### src/rtl/uart_tx_slave.sv
// uart_tx_slave: bus-mapped 8N1 UART transmitter with a TX FIFO,
// programmable baud divisor and a level interrupt on FIFO drain.
module uart_tx_slave #(
    parameter int CLK_DIV    = 434,
    parameter int FIFO_DEPTH = 8
) (
    input  logic        clk,
    input  logic        rst,
    input  logic        uart_we,
    input  logic [31:0] uart_adr,
    input  logic [31:0] uart_wdata,
    output logic [31:0] uart_rdata,
    output logic        int_sig_o,
    output logic        tx_o
);
    localparam int AW = $clog2(FIFO_DEPTH);
    localparam int CW = AW + 1;
    localparam logic [CW-1:0] DEPTH_C = CW'(FIFO_DEPTH);
    localparam logic [15:0]   DIV_RST = 16'(CLK_DIV);

    typedef enum logic [1:0] {IDLE, START, DATA, STOP} state_t;

    state_t        state;
    logic [7:0]    mem [FIFO_DEPTH];
    logic [AW-1:0] wr_ptr;
    logic [AW-1:0] rd_ptr;
    logic [CW-1:0] count;
    logic          overflow;
    logic          tx_en;
    logic          int_en;
    logic [15:0]   baud;
    logic [15:0]   div_q;
    logic [15:0]   tmr;
    logic [7:0]    shreg;
    logic [2:0]    bit_idx;

    logic sel_tx, sel_st, sel_ctrl, sel_baud;
    logic empty, full, busy, tmr_done;
    logic push, pop;

    assign sel_tx   = uart_we && (uart_adr[3:2] == 2'd0);
    assign sel_st   = uart_we && (uart_adr[3:2] == 2'd1);
    assign sel_ctrl = uart_we && (uart_adr[3:2] == 2'd2);
    assign sel_baud = uart_we && (uart_adr[3:2] == 2'd3);

    assign empty    = (count == '0);
    assign full     = (count == DEPTH_C);
    assign busy     = (state != IDLE);
    assign tmr_done = (tmr == 16'd0);

    // A pop happens on any edge that launches a frame
    assign pop  = tx_en && !empty &&
                  ((state == IDLE) || (state == STOP && tmr_done));
    assign push = sel_tx && !full;

    always_comb begin
        uart_rdata = '0;
        unique case (uart_adr[3:2])
            2'd0: uart_rdata = '0;
            2'd1: uart_rdata = {20'd0, 4'(count), 4'd0,
                                overflow, empty, full, busy};
            2'd2: uart_rdata = {30'd0, int_en, tx_en};
            default: uart_rdata = {16'd0, baud};
        endcase
    end

    always_ff @(posedge clk) begin
        if (push && !rst) begin
            mem[wr_ptr] <= uart_wdata[7:0];
        end
    end

    always_ff @(posedge clk) begin
        if (rst) begin
            tx_en     <= 1'b0;
            int_en    <= 1'b0;
            baud      <= DIV_RST;
            overflow  <= 1'b0;
            wr_ptr    <= '0;
            rd_ptr    <= '0;
            count     <= '0;
            int_sig_o <= 1'b0;
        end else begin
            if (sel_ctrl) begin
                tx_en  <= uart_wdata[0];
                int_en <= uart_wdata[1];
            end
            if (sel_baud) begin
                baud <= (uart_wdata[15:0] == 16'd0) ?
                        16'd1 : uart_wdata[15:0];
            end
            if (sel_tx && full) begin
                overflow <= 1'b1;
            end else if (sel_st && uart_wdata[3]) begin
                overflow <= 1'b0;
            end
            if (push) begin
                wr_ptr <= wr_ptr + 1'b1;
            end
            if (pop) begin
                rd_ptr <= rd_ptr + 1'b1;
            end
            if (push && !pop) begin
                count <= count + 1'b1;
            end else if (pop && !push) begin
                count <= count - 1'b1;
            end
            int_sig_o <= int_en && empty && !busy;
        end
    end

    // Divisor is latched at frame launch so BAUD writes only hit the next frame
    always_ff @(posedge clk) begin
        if (rst) begin
            state   <= IDLE;
            tx_o    <= 1'b1;
            div_q   <= DIV_RST;
            tmr     <= '0;
            shreg   <= '0;
            bit_idx <= '0;
        end else begin
            unique case (state)
                IDLE: begin
                    tx_o <= 1'b1;
                    if (pop) begin
                        state <= START;
                        tx_o  <= 1'b0;
                        shreg <= mem[rd_ptr];
                        div_q <= baud;
                        tmr   <= baud - 16'd1;
                    end
                end
                START: begin
                    if (tmr_done) begin
                        state   <= DATA;
                        tx_o    <= shreg[0];
                        tmr     <= div_q - 16'd1;
                        bit_idx <= '0;
                    end else begin
                        tmr <= tmr - 16'd1;
                    end
                end
                DATA: begin
                    if (tmr_done) begin
                        tmr <= div_q - 16'd1;
                        if (bit_idx == 3'd7) begin
                            state <= STOP;
                            tx_o  <= 1'b1;
                        end else begin
                            bit_idx <= bit_idx + 3'd1;
                            shreg   <= {1'b0, shreg[7:1]};
                            tx_o    <= shreg[1];
                        end
                    end else begin
                        tmr <= tmr - 16'd1;
                    end
                end
                STOP: begin
                    if (tmr_done) begin
                        if (pop) begin
                            state <= START;
                            tx_o  <= 1'b0;
                            shreg <= mem[rd_ptr];
                            div_q <= baud;
                            tmr   <= baud - 16'd1;
                        end else begin
                            state <= IDLE;
                        end
                    end else begin
                        tmr <= tmr - 16'd1;
                    end
                end
            endcase
        end
    end
endmodule

### config.mk
export PLATFORM = sky130hd
export DESIGN_NAME = uart_tx_slave
export DESIGN_NICKNAME = d
export VERILOG_FILES = /design/src/rtl/uart_tx_slave.sv
export SDC_FILE = /design/constraint.sdc
export NUM_CORES = 1
export LEC_CHECK = 0
export ABC_AREA = 1
export CELL_PAD_IN_SITES_DETAIL_PLACEMENT = 1
export CELL_PAD_IN_SITES_GLOBAL_PLACEMENT = 1
export CORE_MARGIN = 1.5
export CORE_UTILIZATION = 23
export CTS_CLUSTER_SIZE = 20
export DETAILED_ROUTE_END_ITERATION = 16
export GPL_TIMING_DRIVEN = 0
export PLACE_DENSITY = 0.62
export SLEW_MARGIN = 20
export SYNTH_ARGS = -nofsm -noshare
export SYNTH_HDL_FRONTEND = slang
export SYNTH_SLANG_ARGS = --single-unit
export TNS_END_PERCENT = 10
### constraint.sdc
create_clock -name clk -period 2.95 [get_ports clk]
set_clock_uncertainty 0.2 [all_clocks]
set_input_delay 0.885 -clock clk [delete_from_list [all_inputs] [get_ports clk]]
set_output_delay 0.885 -clock clk [all_outputs]
set_load 0.1 [all_outputs]
==> flow_metrics.env, run 1 <==
export IMPL_vias_per_cell=4.44
export IMPL_multi_input_area_um2=3910
export IMPL_start_kind="primary input"
export IMPL_relSlewSlack_pct=32.5
export IMPL_drt_total_wl_um=24800
export IMPL_wl_per_cell_um=16.0
export IMPL_grt_remaining_overflow=0
export IMPL_hold_viol_final=0
export IMPL_leakagePower_nw=4.05
export IMPL_hp_class="reg -> reg"
export IMPL_reg2reg_slack_ns=0.20
export IMPL_power_per_cell_area_nw_per_um2=876
export IMPL_nFillCells=4040
export IMPL_synth_seq_cells=143
export IMPL_dieArea_um2=35100
export IMPL_synth_top_area_share_pct=24.6
export IMPL_grt_total_usage_pct=14.6
export IMPL_post_route_min_period_ns=2.92
export IMPL_drv_cap=0
export IMPL_place_hpwl_um=18700
export IMPL_crit_family="buffers and inverters"
export IMPL_ant_nets=0
export IMPL_initial_utilization_pct=23.4
export IMPL_clkTransAtPathRegs_ns=0.06
export IMPL_syn_cell_area_um2=7810
export IMPL_cp_data_arrival_time_ns=1.83
export IMPL_gp_congestion=0.813
export IMPL_crit_path_cell_trace="clkbuf_4 > nand2_8 > clkbuf_16 > o22ai_4 > buf_12"
export IMPL_synth_common_cells="nand2_1, nor2_1, nand3_1, inv_1, dfxtp_1"
export IMPL_fin_crit_sh_pct=98.8
export IMPL_ctsHoldBuffers=0
export IMPL_whs_ns=0.267
export IMPL_regArea_um2=3500
export IMPL_core_area_um2=33400
export IMPL_drt_first_iter_violations=249
export IMPL_setup_ws_ns=0.0344
export IMPL_rsz0062_at_grt="yes"
export IMPL_clock_sinks=143
export IMPL_die_w_um=187
export IMPL_drc=0
export IMPL_critPathSlowestCell="clkbuf_16"
export IMPL_yosysUniqueCellTypes=44
export IMPL_hold_depth=2
export IMPL_grt_max_degree=17
export IMPL_via_count=6885
export IMPL_antenna_found_initial=0
export IMPL_nNetsFinal=1172
export IMPL_max_freq_ghz=0.343
export IMPL_yosysMostFrequentCell="nand2_1"
export IMPL_ir_drop_v=0.000497
export IMPL_finalMaxSlewViolations=0
export IMPL_firstDrtPassIters=4
export IMPL_ctsHtreeMaxLevel=4
export IMPL_postSynthCellCount=1006
export IMPL_avgSynthCellArea_um2=7.76
export IMPL_synth_seq_area_share_pct=44.9
export IMPL_clockRootBuffer="clkbuf_16"
export IMPL_grt_pass1_wl_um=39900
export IMPL_numCtsBuffers=17
export IMPL_tightest_slew_ns=1.02
export IMPL_synth_top_cell_by_area="edfxtp_1"
export IMPL_grt_pass1_vias=7120
export IMPL_ios=101
export IMPL_cpPeakStageDelay_ns=0.22
export IMPL_clkLatencyLatePin_ns=0.44
export IMPL_outcome="completed"
export IMPL_power_w=0.00862
export IMPL_critPathBufInv=3
export IMPL_drive_above_1_share_pct=15.9
export IMPL_std_cell_rows=67
export IMPL_report_final_setup_viol=0
export IMPL_cts_tree="built"
export IMPL_critPathMaxFanout=10
export IMPL_cts_buffer_depth=2
export IMPL_r2r_cells=20
export IMPL_hp_start="bit_idx[2]$_SDFFE_PP0P_"
export IMPL_yosysWarningCount=0
export IMPL_syn2layout_area_growth_pct=25.9
export IMPL_ys_flop_type="dfxtp_1"
export IMPL_dieHeight_um=187
export IMPL_dp_slack_ns=-1.77
export IMPL_synthTopCellsByArea="edfxtp_1, dfxtp_1, nand2_1"
export IMPL_whs_endpoint="bit_idx[2]$_SDFFE_PP0P_"
export IMPL_async_reset_ff_share_pct=0
export IMPL_crit_type="in -> out"
export IMPL_reg2reg_from="tmr[0]$_SDFF_PP0_"
export IMPL_n_antenna_cell=0
export IMPL_synth_edf_count=64
export IMPL_io_buffers=37
export IMPL_cp_end_kind="primary output"
export IMPL_required_ns=1.87
export IMPL_reg2reg_to="count[3]$_SDFFE_PP0P_"
export IMPL_finalSetupTns_ns=0
worst max-delay path by stage:
stage,to,from,depth (start not counted),slack (ns)
after CTS,count[3]$_SDFFE_PP0P_,uart_we,16,-0.10
after global routing,count[3]$_SDFFE_PP0P_,tmr[0]$_SDFF_PP0_,20,-0.07
after floorplan,uart_rdata[3],uart_adr[2],2,-0.20
after detailed placement,uart_rdata[10],uart_adr[3],5,-1.77
after global placement,uart_rdata[10],uart_adr[3],5,-1.77
final,uart_rdata[10],uart_adr[3],5,0.03
stage by stage:
step,instances,util (%),instance area [um2]
3_5_place_dp,1506,26.9,8980
5_1_grt,1549,29.4,9830
2_1_floorplan,1021,-,8040
4_1_cts,1541,29.1,9730
6_report,1549,29.4,9830
3_3_place_gp,1506,26.8,8970
metal layers:
layer	track usage, %	vias to the layer above	part of all wire (%)
met5	0	-	0
met4	4.75	0	1.7
met3	2.35	30	2.8
met2	25.3	91	49
met1	18.5	3299	46
li1	-	3465	-
timing repair:
item / in CTS / in global routing
resized for setup: 154 / 15
pin swaps: 2 / 7
endpoints found under the setup margin: 60 / 44
endpoints found under the hold margin: 0 / 0
setup buffers: 3 / 9
report_power, final:
group / switching (W) / total (W) / internal (W) / leakage [nW]
logic: 0.00265 / 0.00395 / 0.00130 / 2.54
clock network: 0.000951 / 0.00223 / 0.00128 / 0.294
registers: 0.000187 / 0.00244 / 0.00225 / 1.22
cells by family after synthesis:
logic type	Yosys count	synth area share (%)
flops	143	44.9
xor+xnor	23	2.58
other cells	1	0.0480
compound gates	154	11.1
buf+inv	164	9.31
simple gates	504	29.3
fa+ha+maj	17	2.82
sequential cells by signal, indices dropped and copies added (netlist names), named ones only:
register   cells
mem           64
baud          16
div_q         16
tmr           16
shreg          8
count          4
bit_idx        3
rd_ptr         3
wr_ptr         3
state          2
int_en         1
int_sig_o      1
overflow       1
tx_en          1
tx_o           1
area by class of cell:
cell class / instances / area share, %
clock inverters: 12 / 1.22
multi-input cells: 714 / 39.7
flip-flops and latches: 143 / 35.6
repair buffers: 49 / 5.29
well taps: 448 / 5.70
clock buffers: 20 / 4.87
inverters: 112 / 4.33
plain buffers: 51 / 3.22
worst register-to-register path: stages, from the launching register on:
cell	delay [ns]
dfxtp_2	0.33
inv_2	0.07
ha_1	0.14
inv_1	0.07
nor2_4	0.15
nand2_4	0.08
nor2_8	0.14
nand3_4	0.12
nand2_8	0.14
nand2_8	0.08
ha_4	0.19
inv_4	0.06
ha_1	0.22
nand2_1	0.07
nand2_1	0.06
a21oi_2	0.15
nor2_1	0.05
nor2_1	0.08
nand2_1	0.07
o21ai_1	0.14
a21oi_1	0.05
cells in the final DEF, fill, tap and decap left out, drive strengths merged, types with 21 or more instances in the layout:
cell,count
nand2,225
nor2,127
inv,115
nand3,110
dfxtp,79
edfxtp,64
a21oi,62
o21ai,61
buf,61
clkbuf,40
xor2,21
(Power assumes the default switching activity.)
==> inputs of run 2 (changes only) <==
- CORE_ASPECT_RATIO: not set -> 1.4
- PLACE_DENSITY: 0.62 -> not set
- PLACE_DENSITY_LB_ADDON: not set -> 0.3
==> flow_metrics.env, run 2 (synthesized netlist as in run 1, its figures left out) <==
export IMPL_critPathMaxFanout=3
export IMPL_nFillCells=4066
export IMPL_hp_start="bit_idx[2]$_SDFFE_PP0P_"
export IMPL_numCtsBuffers=17
export IMPL_vias_per_cell=4.50
export IMPL_grt_pass1_vias=7281
export IMPL_cpPeakStageDelay_ns=0.54
export IMPL_leakagePower_nw=3.98
export IMPL_start_kind="primary input"
export IMPL_place_hpwl_um=20000
export IMPL_clkLatencyLatePin_ns=0.45
export IMPL_outcome="finished with violations"
export IMPL_crit_path_frequent_cell="nand2_1"
export IMPL_drt_first_iter_violations=267
export IMPL_gp_congestion=0.794
export IMPL_syn2layout_area_growth_pct=24.3
export IMPL_dieHeight_um=221
export IMPL_drc=0
export IMPL_wl_met1_um=10300
export IMPL_power_per_cell_area_nw_per_um2=872
export IMPL_required_ns=3.09
export IMPL_power_w=0.00847
export IMPL_ctsHoldBuffers=0
export IMPL_fin_area_um2=9710
export IMPL_drt_total_wl_um=26300
export IMPL_largest_register="mem"
export IMPL_firstDrtPassIters=4
export IMPL_cp_data_arrival_time_ns=3.12
export IMPL_ios=101
export IMPL_crit_path_cell_trace="clkdlybuf4s50_1 > inv_1 > nor3_2 > nand2_1 > inv_2 > ha_2 > inv_2 > ha_1 > nand2_1 > nand2_1 > a21oi_2 > nor2_1 > nor2_1 > nand2_1 > o21ai_1 > a21oi_1"
export IMPL_grt_max_degree=17
export IMPL_max_freq_ghz=0.336
export IMPL_report_final_setup_viol=1
export IMPL_multi_input_area_um2=3920
export IMPL_nNetsFinal=1168
export IMPL_initial_utilization_pct=23.4
export IMPL_relSlewSlack_pct=33.2
export IMPL_finalMaxSlewViolations=0
export IMPL_critPathSlowestCell="clkdlybuf4s50_1"
export IMPL_via_count=6936
export IMPL_grt_remaining_overflow=0
export IMPL_largest_reg_flops=64
export IMPL_rsz0062_at_grt="yes"
export IMPL_grt_total_usage_pct=15.3
export IMPL_fin_crit_sh_pct=101
export IMPL_post_dp_cell_area_um2=8980
export IMPL_ctsHtreeMaxLevel=4
export IMPL_post_route_min_period_ns=2.98
export IMPL_clkTransAtPathRegs_ns=0.07
export IMPL_cp_startpoint="uart_we"
export IMPL_cp_end_kind="flip-flop"
export IMPL_cts_tree="built"
export IMPL_hp_class="reg -> reg"
export IMPL_drive_above_1_share_pct=15.7
export IMPL_clock_sinks=143
export IMPL_crit_family="buffers and inverters"
export IMPL_clockRootBuffer="clkbuf_16"
export IMPL_ant_nets=0
export IMPL_final_cell_mix="nand2_1, nand3_1, nor2_1"
export IMPL_grt_pass1_wl_um=40900
export IMPL_die_w_um=159
export IMPL_drv_cap=0
export IMPL_cts_buffer_depth=2
export IMPL_wl_met3_um=610
export IMPL_std_cell_rows=79
export IMPL_final_common_cell="nand2_1"
export IMPL_tightest_slew_ns=1.01
export IMPL_n_antenna_cell=0
export IMPL_critPathBufInv=4
export IMPL_ir_drop_v=0.000537
export IMPL_violations="setup timing"
export IMPL_met2_length_um=14800
export IMPL_setup_ws_ns=-0.0276
export IMPL_regArea_um2=3500
export IMPL_wl_per_cell_um=17.0
export IMPL_reg2reg_from="tmr[0]$_SDFF_PP0_"
export IMPL_top_layer_used="met4"
export IMPL_antenna_found_initial=0
export IMPL_io_buffers=37
export IMPL_crit_type="in -> reg"
export IMPL_core_area_um2=33300
export IMPL_dieArea_um2=35100
export IMPL_hold_viol_final=0
export IMPL_final_util_pct=29.2
-- run 2: cell types whose count changed in the layout (fill, tap and decap cells not counted), sizes merged --
| cell | previous run | this run |
|---|---|---|
| clkbuf | 40 | 38 |
| bufinv | 1 | 0 |
| clkdlybuf4s50 | 16 | 17 |
| dlymetal6s2s | 1 | 0 |
| buf | 61 | 56 |
| clkinvlp | 1 | 3 |
| inv | 115 | 114 |
| clkinv | 7 | 10 |
-- run 2: worst min-delay path, stage by stage (launching register included) --
cell	delay, ns
dfxtp_1	0.31
nand2_1	0.06
a21oi_1	0.05
-- run 2: layer usage --
metal  vias up  global-route usage, %
met1      3336                   15.9
li1       3467                      -
met2        97                   30.2
met3        36                   2.42
met4         0                   6.27
met5         -                      0
-- run 2: final cells by class --
cell class,instances,share of cell area [%]
multi-input cells,714,40.4
flip-flops and latches,143,36.1
well taps,445,5.73
clock buffers,17,4.38
inverters,112,4.35
repair buffers,44,4.33
plain buffers,52,3.37
clock inverters,15,1.38
-- run 2: timing repair --
action                                  4_1_cts  5_1_grt
resized for setup                           137       18
endpoints found under the setup margin       29       46
pin swaps                                     3        3
endpoints found under the hold margin         0        0
setup buffers                                 2        5
-- run 2: path summary, 6_finish.rpt --
check,slack [ns],cells past startpoint,to
worst max register to register,0.03,21,count[3]$_SDFFE_PP0P_
worst min register to register,0.27,2,bit_idx[2]$_SDFFE_PP0P_
worst min-delay path,0.27,2,bit_idx[2]$_SDFFE_PP0P_
worst max-delay path,-0.03,16,count[3]$_SDFFE_PP0P_
-- run 2: where the power goes --
part | switching [W] | internal [W] | total [W]
Combinational | 0.00271 | 0.00125 | 0.00396
Sequential | 0.000186 | 0.00225 | 0.00243
Clock | 0.000974 | 0.00110 | 0.00208
-- run 2: metrics by stage --
stage	instances	setup slack (ns)	hold slack (ns)	TNS (ns)
after floorplan	1021	-0.203	0.237	-1.87
after global placement	1503	-1.76	0.254	-67.52
after detailed placement	1503	-1.76	0.260	-55.67
after CTS	1537	-0.103	0.271	-0.103
after global routing	1542	-0.221	0.294	-0.291
final	1542	-0.0276	0.268	-0.0276
==> inputs of run 3 (changes only) <==
- CORE_UTILIZATION: 23 -> 37
- CTS_CLUSTER_DIAMETER: not set -> 30
==> flow_metrics.env, run 3 (synthesized netlist as in run 1, its figures left out) <==
export IMPL_outcome="finished with violations"
export IMPL_violations="DRC"
export IMPL_die_w_um=126
export IMPL_largest_reg_flops=64
export IMPL_required_ns=1.87
export IMPL_ios=101
export IMPL_hp_class="reg -> reg"
export IMPL_firstDrtPassIters=13
export IMPL_setup_ws_ns=0.0541
export IMPL_cp_end_kind="primary output"
export IMPL_leakagePower_nw=4.07
export IMPL_clockRootBuffer="clkbuf_16"
export IMPL_drv_cap=0
export IMPL_clock_sinks=143
export IMPL_n_antenna_cell=0
export IMPL_io_buffers=37
export IMPL_numCtsBuffers=17
export IMPL_nNetsFinal=1175
export IMPL_ir_drop_v=0.000473
export IMPL_critPathBufInv=4
export IMPL_tightest_slew_ns=0.968
export IMPL_crit_family="buffers and inverters"
export IMPL_max_freq_ghz=0.345
export IMPL_ctsHtreeMaxLevel=4
export IMPL_dieArea_um2=22000
export IMPL_finalSetupTns_ns=0
export IMPL_grt_max_degree=17
export IMPL_final_common_cell="nand2_1"
export IMPL_grt_pass1_wl_um=39400
export IMPL_syn2layout_area_growth_pct=23.3
export IMPL_ctsHoldBuffers=0
export IMPL_dp_slack_ns=-1.67
export IMPL_gp_congestion=0.847
export IMPL_critPathSlowestCell="buf_12"
export IMPL_cp_data_arrival_time_ns=1.81
export IMPL_drc=1
export IMPL_place_hpwl_um=18000
export IMPL_vias_per_cell=5.23
export IMPL_largest_register="mem"
export IMPL_initial_utilization_pct=37.9
export IMPL_drt_total_wl_um=25000
export IMPL_final_cell_mix="nand2_1, nand3_1, nor2_1"
export IMPL_crit_type="in -> out"
export IMPL_cts_tree="built"
export IMPL_via_count=7113
export IMPL_start_kind="primary input"
export IMPL_grt_total_usage_pct=23.3
export IMPL_clkTransAtPathRegs_ns=0.06
export IMPL_dieHeight_um=175
export IMPL_crit_path_cell_trace="buf_2 > inv_2 > nor2_4 > inv_6 > o221ai_4 > buf_12"
export IMPL_finalMaxSlewViolations=0
export IMPL_drive_above_1_share_pct=16.4
export IMPL_fin_crit_sh_pct=98.2
export IMPL_ant_nets=0
export IMPL_post_route_min_period_ns=2.90
export IMPL_cpPeakStageDelay_ns=0.21
export IMPL_nFillCells=2512
export IMPL_grt_pass1_vias=7445
export IMPL_cts_buffer_depth=2
export IMPL_antenna_found_initial=0
export IMPL_core_area_um2=20600
export IMPL_relSlewSlack_pct=35.7
export IMPL_final_util_pct=46.7
export IMPL_hold_viol_final=0
export IMPL_grt_remaining_overflow=0
export IMPL_critPathMaxFanout=6
export IMPL_wl_per_cell_um=18.4
export IMPL_std_cell_rows=62
export IMPL_drt_first_iter_violations=361
export IMPL_report_final_setup_viol=0
export IMPL_clkLatencyLatePin_ns=0.44
export IMPL_power_per_cell_area_nw_per_um2=919
-- run 3: timing repair --
item | in CTS | in global routing
endpoints found under the setup margin | 53 | 67
gates resized for setup | 138 | 31
setup buffers | 4 | 11
pin swaps | 3 | 14
-- run 3: cell type report --
type | count | area, um2 | area share, %
clock buffers | 19 | 433 | 4.50
well taps | 256 | 320 | 3.33
multi-input cells | 714 | 3930 | 40.8
inverters | 112 | 435 | 4.52
repair buffers | 52 | 502 | 5.21
flip-flops and latches | 143 | 3510 | 36.4
plain buffers | 51 | 317 | 3.29
clock inverters | 13 | 186 | 1.94
-- run 3: tightest hold or removal path: cells and delay by family (launching register included) --
family / cells / cell delay [ns]
flops: 1 / 0.32
simple gates: 1 / 0.06
compound gates: 1 / 0.06
-- run 3: path summary, 6_finish.rpt --
check,from,to,slack [ns],cells past startpoint
max,uart_adr[2],uart_rdata[0],0.05,6
min,tx_o$_SDFFE_PP1P_,tx_o$_SDFFE_PP1P_,0.27,2
max reg2reg,tmr[0]$_SDFF_PP0_,count[3]$_SDFFE_PP0P_,0.11,20
min reg2reg,tx_o$_SDFFE_PP1P_,tx_o$_SDFFE_PP1P_,0.27,2
-- run 3: report_power, final --
group	total, W	internal (W)	switching (W)
Clock	0.00232	0.00142	0.000895
Sequential	0.00245	0.00225	0.000193
Combinational	0.00409	0.00135	0.00274
Total	0.00885	0.00502	0.00383
-- run 3: stage by stage --
stage	total power [W]	hold WS (ns)	instances	cell area, um2
after floorplan	0.00537	0.237	1021	8040
after global placement	0.00619	0.255	1314	8730
after detailed placement	0.00628	0.260	1314	8740
after CTS	0.00867	0.270	1350	9460
after global routing	0.00941	0.303	1360	9630
final	0.00885	0.269	1360	9630
-- run 3: metal layers --
metal / track usage [%] / wire [um] / part of all wire, % / up-vias
met4: 10.4 / 1020 / 4.1 / 0
met3: 3.18 / 456 / 1.8 / 58
li1: - / - / - / 3471
met1: 24.1 / 9740 / 39 / 3464
met5: 0 / 0 / 0 / -
met2: 45.8 / 13800 / 55 / 120
